**src/rtl/execution_controller.sv**
```systemverilog
// Execution controller: starts a CPU program run on request, counts the
// enabled cycles until HALT, snapshots PC and accumulator, and then streams a
// 6-byte report (cycle count, PC, ACC; each 16 bits, MSB first) to the UART.
module execution_controller #(
    parameter int NB_DATA   = 16,
    parameter int NB_PC     = 11,
    parameter int NB_CYCLES = 16
) (
    input  logic                 i_clock,
    input  logic                 i_reset,
    input  logic                 i_start,
    input  logic                 i_program_done,
    input  logic [NB_PC-1:0]     i_pc,
    input  logic [NB_DATA-1:0]   i_acc,
    input  logic                 i_tx_done,
    output logic                 o_cpu_reset,
    output logic                 o_cpu_enb,
    output logic [7:0]           o_tx_data,
    output logic                 o_tx_start,
    output logic                 o_busy,
    output logic                 o_report_done
);

    typedef enum logic [2:0] {
        IDLE,
        CLEAR,
        RUN,
        SEND,
        WAIT_TX
    } state_t;

    localparam logic [NB_CYCLES-1:0] CYCLES_MAX = '1;
    localparam logic [2:0]           LAST_IDX   = 3'd5;

    state_t               state_q, state_d;
    logic [NB_CYCLES-1:0] cycles_q, cycles_d;
    logic [2:0]           idx_q, idx_d;
    logic [15:0]          pc_snap_q, pc_snap_d;
    logic [NB_DATA-1:0]   acc_snap_q, acc_snap_d;

    logic                 cpu_reset_c;
    logic                 tx_start_c;
    logic                 report_done_c;
    logic [7:0]           report_byte;

    // Report fields are 16 bits: narrower sources are zero-extended, wider
    // sources keep only their low 16 bits.
    function automatic logic [15:0] fit_cycles(input logic [NB_CYCLES-1:0] v);
        logic [15:0] r;
        r = '0;
        for (int i = 0; i < 16; i++) begin
            if (i < NB_CYCLES) r[i] = v[i];
        end
        return r;
    endfunction

    function automatic logic [15:0] fit_pc(input logic [NB_PC-1:0] v);
        logic [15:0] r;
        r = '0;
        for (int i = 0; i < 16; i++) begin
            if (i < NB_PC) r[i] = v[i];
        end
        return r;
    endfunction

    function automatic logic [15:0] fit_acc(input logic [NB_DATA-1:0] v);
        logic [15:0] r;
        r = '0;
        for (int i = 0; i < 16; i++) begin
            if (i < NB_DATA) r[i] = v[i];
        end
        return r;
    endfunction

    // State and datapath registers; reset wins over every other input.
    always_ff @(posedge i_clock) begin
        if (i_reset) begin
            state_q    <= IDLE;
            cycles_q   <= '0;
            idx_q      <= '0;
            pc_snap_q  <= '0;
            acc_snap_q <= '0;
        end else begin
            state_q    <= state_d;
            cycles_q   <= cycles_d;
            idx_q      <= idx_d;
            pc_snap_q  <= pc_snap_d;
            acc_snap_q <= acc_snap_d;
        end
    end

    // Next-state logic and per-state strobes.
    always_comb begin
        state_d       = state_q;
        cycles_d      = cycles_q;
        idx_d         = idx_q;
        pc_snap_d     = pc_snap_q;
        acc_snap_d    = acc_snap_q;
        cpu_reset_c   = 1'b0;
        tx_start_c    = 1'b0;
        report_done_c = 1'b0;
        case (state_q)
            IDLE: begin
                if (i_start) state_d = CLEAR;
            end
            CLEAR: begin
                cpu_reset_c = 1'b1;
                cycles_d    = '0;
                idx_d       = '0;
                state_d     = RUN;
            end
            RUN: begin
                // The HALT cycle itself is not counted.
                if (i_program_done) begin
                    pc_snap_d  = fit_pc(i_pc);
                    acc_snap_d = i_acc;
                    state_d    = SEND;
                end else if (cycles_q != CYCLES_MAX) begin
                    cycles_d = cycles_q + 1'b1;
                end
            end
            SEND: begin
                tx_start_c = 1'b1;
                state_d    = WAIT_TX;
            end
            WAIT_TX: begin
                if (i_tx_done) begin
                    if (idx_q == LAST_IDX) begin
                        report_done_c = 1'b1;
                        state_d       = IDLE;
                    end else begin
                        idx_d   = idx_q + 3'd1;
                        state_d = SEND;
                    end
                end
            end
            default: state_d = IDLE;
        endcase
    end

    // Report byte selected by the current index, MSB of each field first.
    always_comb begin
        report_byte = 8'h00;
        case (idx_q)
            3'd0:    report_byte = fit_cycles(cycles_q)[15:8];
            3'd1:    report_byte = fit_cycles(cycles_q)[7:0];
            3'd2:    report_byte = pc_snap_q[15:8];
            3'd3:    report_byte = pc_snap_q[7:0];
            3'd4:    report_byte = fit_acc(acc_snap_q)[15:8];
            3'd5:    report_byte = fit_acc(acc_snap_q)[7:0];
            default: report_byte = 8'h00;
        endcase
    end

    // Outputs are forced low while reset is asserted; the byte stays on
    // o_tx_data from SEND until the transmitter reports completion.
    always_comb begin
        o_cpu_reset   = cpu_reset_c & ~i_reset;
        o_cpu_enb     = (state_q == RUN) & ~i_program_done & ~i_reset;
        o_tx_start    = tx_start_c & ~i_reset;
        o_busy        = (state_q != IDLE) & ~i_reset;
        o_report_done = report_done_c & ~i_reset;
        o_tx_data     = 8'h00;
        if (!i_reset && (state_q == SEND || state_q == WAIT_TX)) begin
            o_tx_data = report_byte;
        end
    end

endmodule

```
**config.mk**
```make
export PLATFORM = sky130hd
export DESIGN_NAME = execution_controller
export DESIGN_NICKNAME = d
export VERILOG_FILES = /design/src/rtl/execution_controller.sv
export SDC_FILE = /design/constraint.sdc
export NUM_CORES = 1
export LEC_CHECK = 0
export CAP_MARGIN = 20
export CORE_ASPECT_RATIO = 0.6
export CORE_MARGIN = 3
export CORE_UTILIZATION = 60
export DETAILED_ROUTE_END_ITERATION = 8
export DONT_BUFFER_PORTS = 1
export PLACE_DENSITY = 0.87
export SLEW_MARGIN = 25
export SYNTH_ARGS = -nofsm -noshare
export SYNTH_HDL_FRONTEND = slang
export SYNTH_SLANG_ARGS = --single-unit
```
**constraint.sdc**
```tcl
create_clock -name i_clock -period 2 [get_ports i_clock]
set_input_delay 0.2 -clock i_clock [delete_from_list [all_inputs] [get_ports i_clock]]
set_output_delay 0.2 -clock i_clock [all_outputs]
set_load 0.05 [all_outputs]
```
-- Word level (Yosys, flattened, before mapping)
Cells that the tools add are included.
- flip-flop bits (word level): 49
- logic and storage cells: 61
- add/sub/neg operators: 2
- equal/unequal tests: 16
- muxes and demuxes: 18
- bitwise gates (word level): 8
- reduce and logical (&&, ||, !) cells: 12
- operator list (kind ; count):
    $pmux 8 s6 ; 1
    $mux 16 ; 2
    $pmux 16 s2 ; 1
    $add 16x1->16 const B ; 1
    $ne 16x16->1 const B ; 1
    $mux 3 ; 5
    $pmux 3 s5 ; 1
    $eq 3x2->1 const B ; 4
    $ne 2x2->1 const B ; 6
    $eq 3x3->1 const B ; 3
    $reduce_and 3->1 ; 3
    $mux 8 ; 1
    $and 1x1->1 ; 6
    $eq 3x1->1 const B ; 2
    $logic_not 3->1 ; 2
    $pmux 3 s2 ; 1
    $mux 1 ; 5
    $reduce_bool 2->1 ; 2
    $add 3x1->3 const B ; 1
    $reduce_bool 3->1 ; 1
    $mux 2 ; 1
    $not 1->1 ; 2
    $reduce_and 2->1 ; 1
    $logic_and 1x1->1 ; 1
    2 further kinds ; 2

-- Depth between registers and ports, before layout
- word-level depth: 5
- gate-level depth with buffers: 8
- mapped depth without buffers: 6

-- Worst setup path after synthesis
Ideal clock, no wire load.
- kind: register to output
- from: reg idx_q[1]
- to: out o_tx_data[6]
- data arrival time: 2.149 ns
- required time: 1.800 ns
- setup slack: -0.349 ns
- stages on the path, launching flop included: 8
- path buffers: 2
- cells stage by stage: dfxtp_1 inv_1 ha_1 clkbuf_1 clkbuf_1 nor3_1 a21o_1 a21oi_1
- cells in the longest elaborated chain, start to end: 3
- ends and longest elaborated chain (item ; line ; source):
    start: declaration ; 37 ; logic [2:0] idx_q, idx_d;
    start signal: assignment ; 86 ; idx_q <= idx_d;
    $eq 3x3->1, or another cell as far along ; 144 ; case (idx_q)
    $pmux 8 s6 (*) ; 144 ;
    $mux 8 (*) ; 164 ; if (!i_reset && (state_q == SEND || state_q == WAIT_TX)) begin
    end: declaration ; 18 ; output logic [7:0] o_tx_data,
Mark *: on every way between the ends. The rest lies on a longest branch, timed or not.

-- Worst setup path after layout
- from: reg idx_q[1]
- to: out o_tx_data[2]
The elaborated chain is that of the path after synthesis.

==> metrics <==
CTS tree=built; antenna violations before repair=0; max-cap viol count=0; DRC marker count from the first detailed-route iteration=501; Net Count, Synth=371; GR Util All Layers=34.2%; share of cells above drive strength 1=27.4%; Final Critical Period=2170 ps; status=complete, but fails checks; syn_area_per_cell=7.62 um2; first-pass GRT wire length=13700 um; Syn Inst Count=333; DP Area=2840 um2; # diodes=0; EDFF count, synth=0; largest net degree at the start of global routing=35; WL final=9100 um; XOR/XNOR Fraction of Synth Area=0.345%; Leakage=about 0.0011 uW; # DRC=0; hold crit path type=primary input to register; worst-path maximum fanout=10; via count=2898; IO Pins=45; WL/cell=21.2 um; antenna-violating nets left=0; port bufs=0; site row count=17; Peak Freq=461 MHz; Setup Skew=slightly below 7 ps; CP endpoint kind=primary output; biggest cell delay along the critical path=around 390 ps; TritonCTS Sinks=49; Slew Viols, Final=0; WS Path Type=register to primary output; Synth Area in Compound Gates=25.7%; Synth Area in Adders=about 3%; PnR worst setup slack=-170 ps; Fill cells=183; main combinational cell family by area after synthesis=simple AND/OR/NAND/NOR gates; ys async rst share=0%; cell area after layout=3360 um2; final hold slack=~4 ps; TritonRoute pass-1 iters=5; dominant synthesized flop cell=dfxtp_1; failing checks=negative setup slack; synth warn=0; crit share post-route=109%; fin nets=409; most common cell after layout, fill and taps aside=nand2_1; Die Y=56.4 um; root buffer cell=clkbuf_8; die width=89.9 um; multiplexer share of the synthesized area=0.839%; Layout Cells excl Fill=429; worst-margin pin slew=about 470 ps; Clock Pin Slew Worst Setup and Hold Paths=around 100 ps; via density per instance=6.76; Core Util, Final=87.2%; H-tree depth=2; M1 WL=3430 um; # setup viols final=8; area delta synth->final=32.4%; final HPWL from detailed placement=5240 um; CP max stage cell=a21oi_4; placed cell count=400; post-synthesis simple-gate area fraction=between 20% and 30%; Slew Limit Headroom=68.5%; Power Dens Cells=~570 nW/um2; unrepaired setup endpoints after global routing=true; vias in the first global route=roughly 2700; VDD IR max=0.486 mV; worst-path cell chain=inv_2 -> ha_4 -> buf_8 -> a22oi_1 -> nor2_1 -> a31oi_2 -> a21oi_4; total CTS buffers=5; CTS max path bufs=2; metal3 WL=1310 um; Worst setup SP type=register; GRT overflow=0; Die ar.=5070 um2; most frequent cells in the layout=nand2_1, dfxtp_1, a21oi_1; clock latency on the worst-skew pair=320 ps; register bit total from synthesis=49; synthesized area=2540 um2; final hold viol count=0; Initial Utilization=65.9%; WL met2=3950 um; RD Place Congestion=0.981; area of the core=3850 um2; highest metal used=met4; WP data required=1800 ps; sequential cell area fraction in the yosys report=38.7%; post-synth cell types=50; Arrival @ worst endpoint=1970 ps
-- stage by stage --
| stage | setup TNS, ps | total power, uW | worst slack, ps |
|---|---|---|---|
| after floorplan | -362 | 1180 | -80.2 |
| after global placement | 0 | 1200 | 86.5 |
| after detailed placement | -3.37 | 1210 | -3.37 |
| after CTS | -38.2 | 1870 | -11.5 |
| after global routing | -1030 | 1960 | -199 |
| final | -599 | 1910 | -170 |
-- cell usage after synthesis (3+ instances only) --
| cell | number | share of area, % |
|---|---|---|
| a21oi_1 | 46 | 9.1 |
| a221oi_1 | 6 | 2.1 |
| a22oi_1 | 7 | 2.1 |
| a31oi_1 | 7 | 1.7 |
| and2_1 | 5 | 1.2 |
| buf_2 | 6 | 1.2 |
| clkbuf_1 | 15 | 2.2 |
| dfxtp_1 | 49 | 39 |
| ha_1 | 6 | 3.0 |
| inv_1 | 5 | 0.74 |
| nand2_1 | 69 | 10 |
| nand2b_1 | 4 | 0.99 |
| nand3_1 | 5 | 0.99 |
| nand4_1 | 6 | 1.5 |
| nor2_1 | 23 | 3.4 |
| nor3_1 | 4 | 0.79 |
| o21ai_0 | 19 | 3.7 |
| o31ai_1 | 3 | 0.89 |
| or3_1 | 5 | 1.2 |
-- worst max-delay path: cells and delay by family (launching register included) --
kind	cells	cell delay (ps)
flops	1	360
fa+ha+maj	1	210
buf+inv	2	280
compound gates	3	590
simple gates	1	190
-- power by group --
| group | total (uW) | internal, uW | switching, uW |
|---|---|---|---|
| sequential | 1020 | 999 | 20.2 |
| clock | 653 | 262 | 391 |
| combinational | 236 | 92.2 | 144 |
| total | 1910 | 1350 | 555 |
-- layout make-up --
type                       count  area, um2  share of cell area (%)
clock buffer                   5       68.8                    2.05
clock inverter                 3       28.8                   0.857
multi-input combinational    254       1620                    48.4
timing repair buffer          56        549                    16.4
tap                           57       71.3                    2.12
sequential                    49        997                    29.7
inverter                       5       18.8                   0.559
-- layer usage --
| layer | vias up | track usage, % |
|---|---|---|
| li1 | 1268 | - |
| met1 | 1329 | 46.2 |
| met2 | 249 | 51.8 |
| met3 | 52 | 9.77 |
| met4 | 0 | 13.7 |
| met5 | - | 0 |
-- cells by family (layout without fill, tap and decap cells) --
group                      Yosys count  count (layout)
buffers and inverters               30              69
adders and majority gates            6               6
and+or+nand+nor                    139             139
DFF                                 49              49
muxes                                2               2
AOI/OAI and AO/OA                  106             106
xor gates and xnor gates             1               1
-- state kept, by name (all words and copies together) (netlist names) --
register    count
idx_q           3
state_q         3
acc_snap_q     16
cycles_q       16
pc_snap_q      11
-- path summary, 6_finish.rpt --
path | depth (start not counted) | slack, ps | to | start
worst max register to register | 6 | 50 | cycles_q[2] | cycles_q[7]
worst min-delay path | 2 | 4 | pc_snap_q[2] | i_pc[2]
worst max-delay path | 7 | -170 | o_tx_data[2] | idx_q[1]
worst min register to register | 2 | 470 | pc_snap_q[8] | pc_snap_q[8]
-- what timing repair did --
item / CTS / global route
pin swaps: 4 / 11
setup endpoints to repair: 14 / 19
resized for setup: 37 / 14
endpoints found under the hold margin: 35 / 4
cloned: 0 / 0
buffers inserted: 9 / 2
hold buffers: 6 / 4
Power figures use the tool's default switching activity.
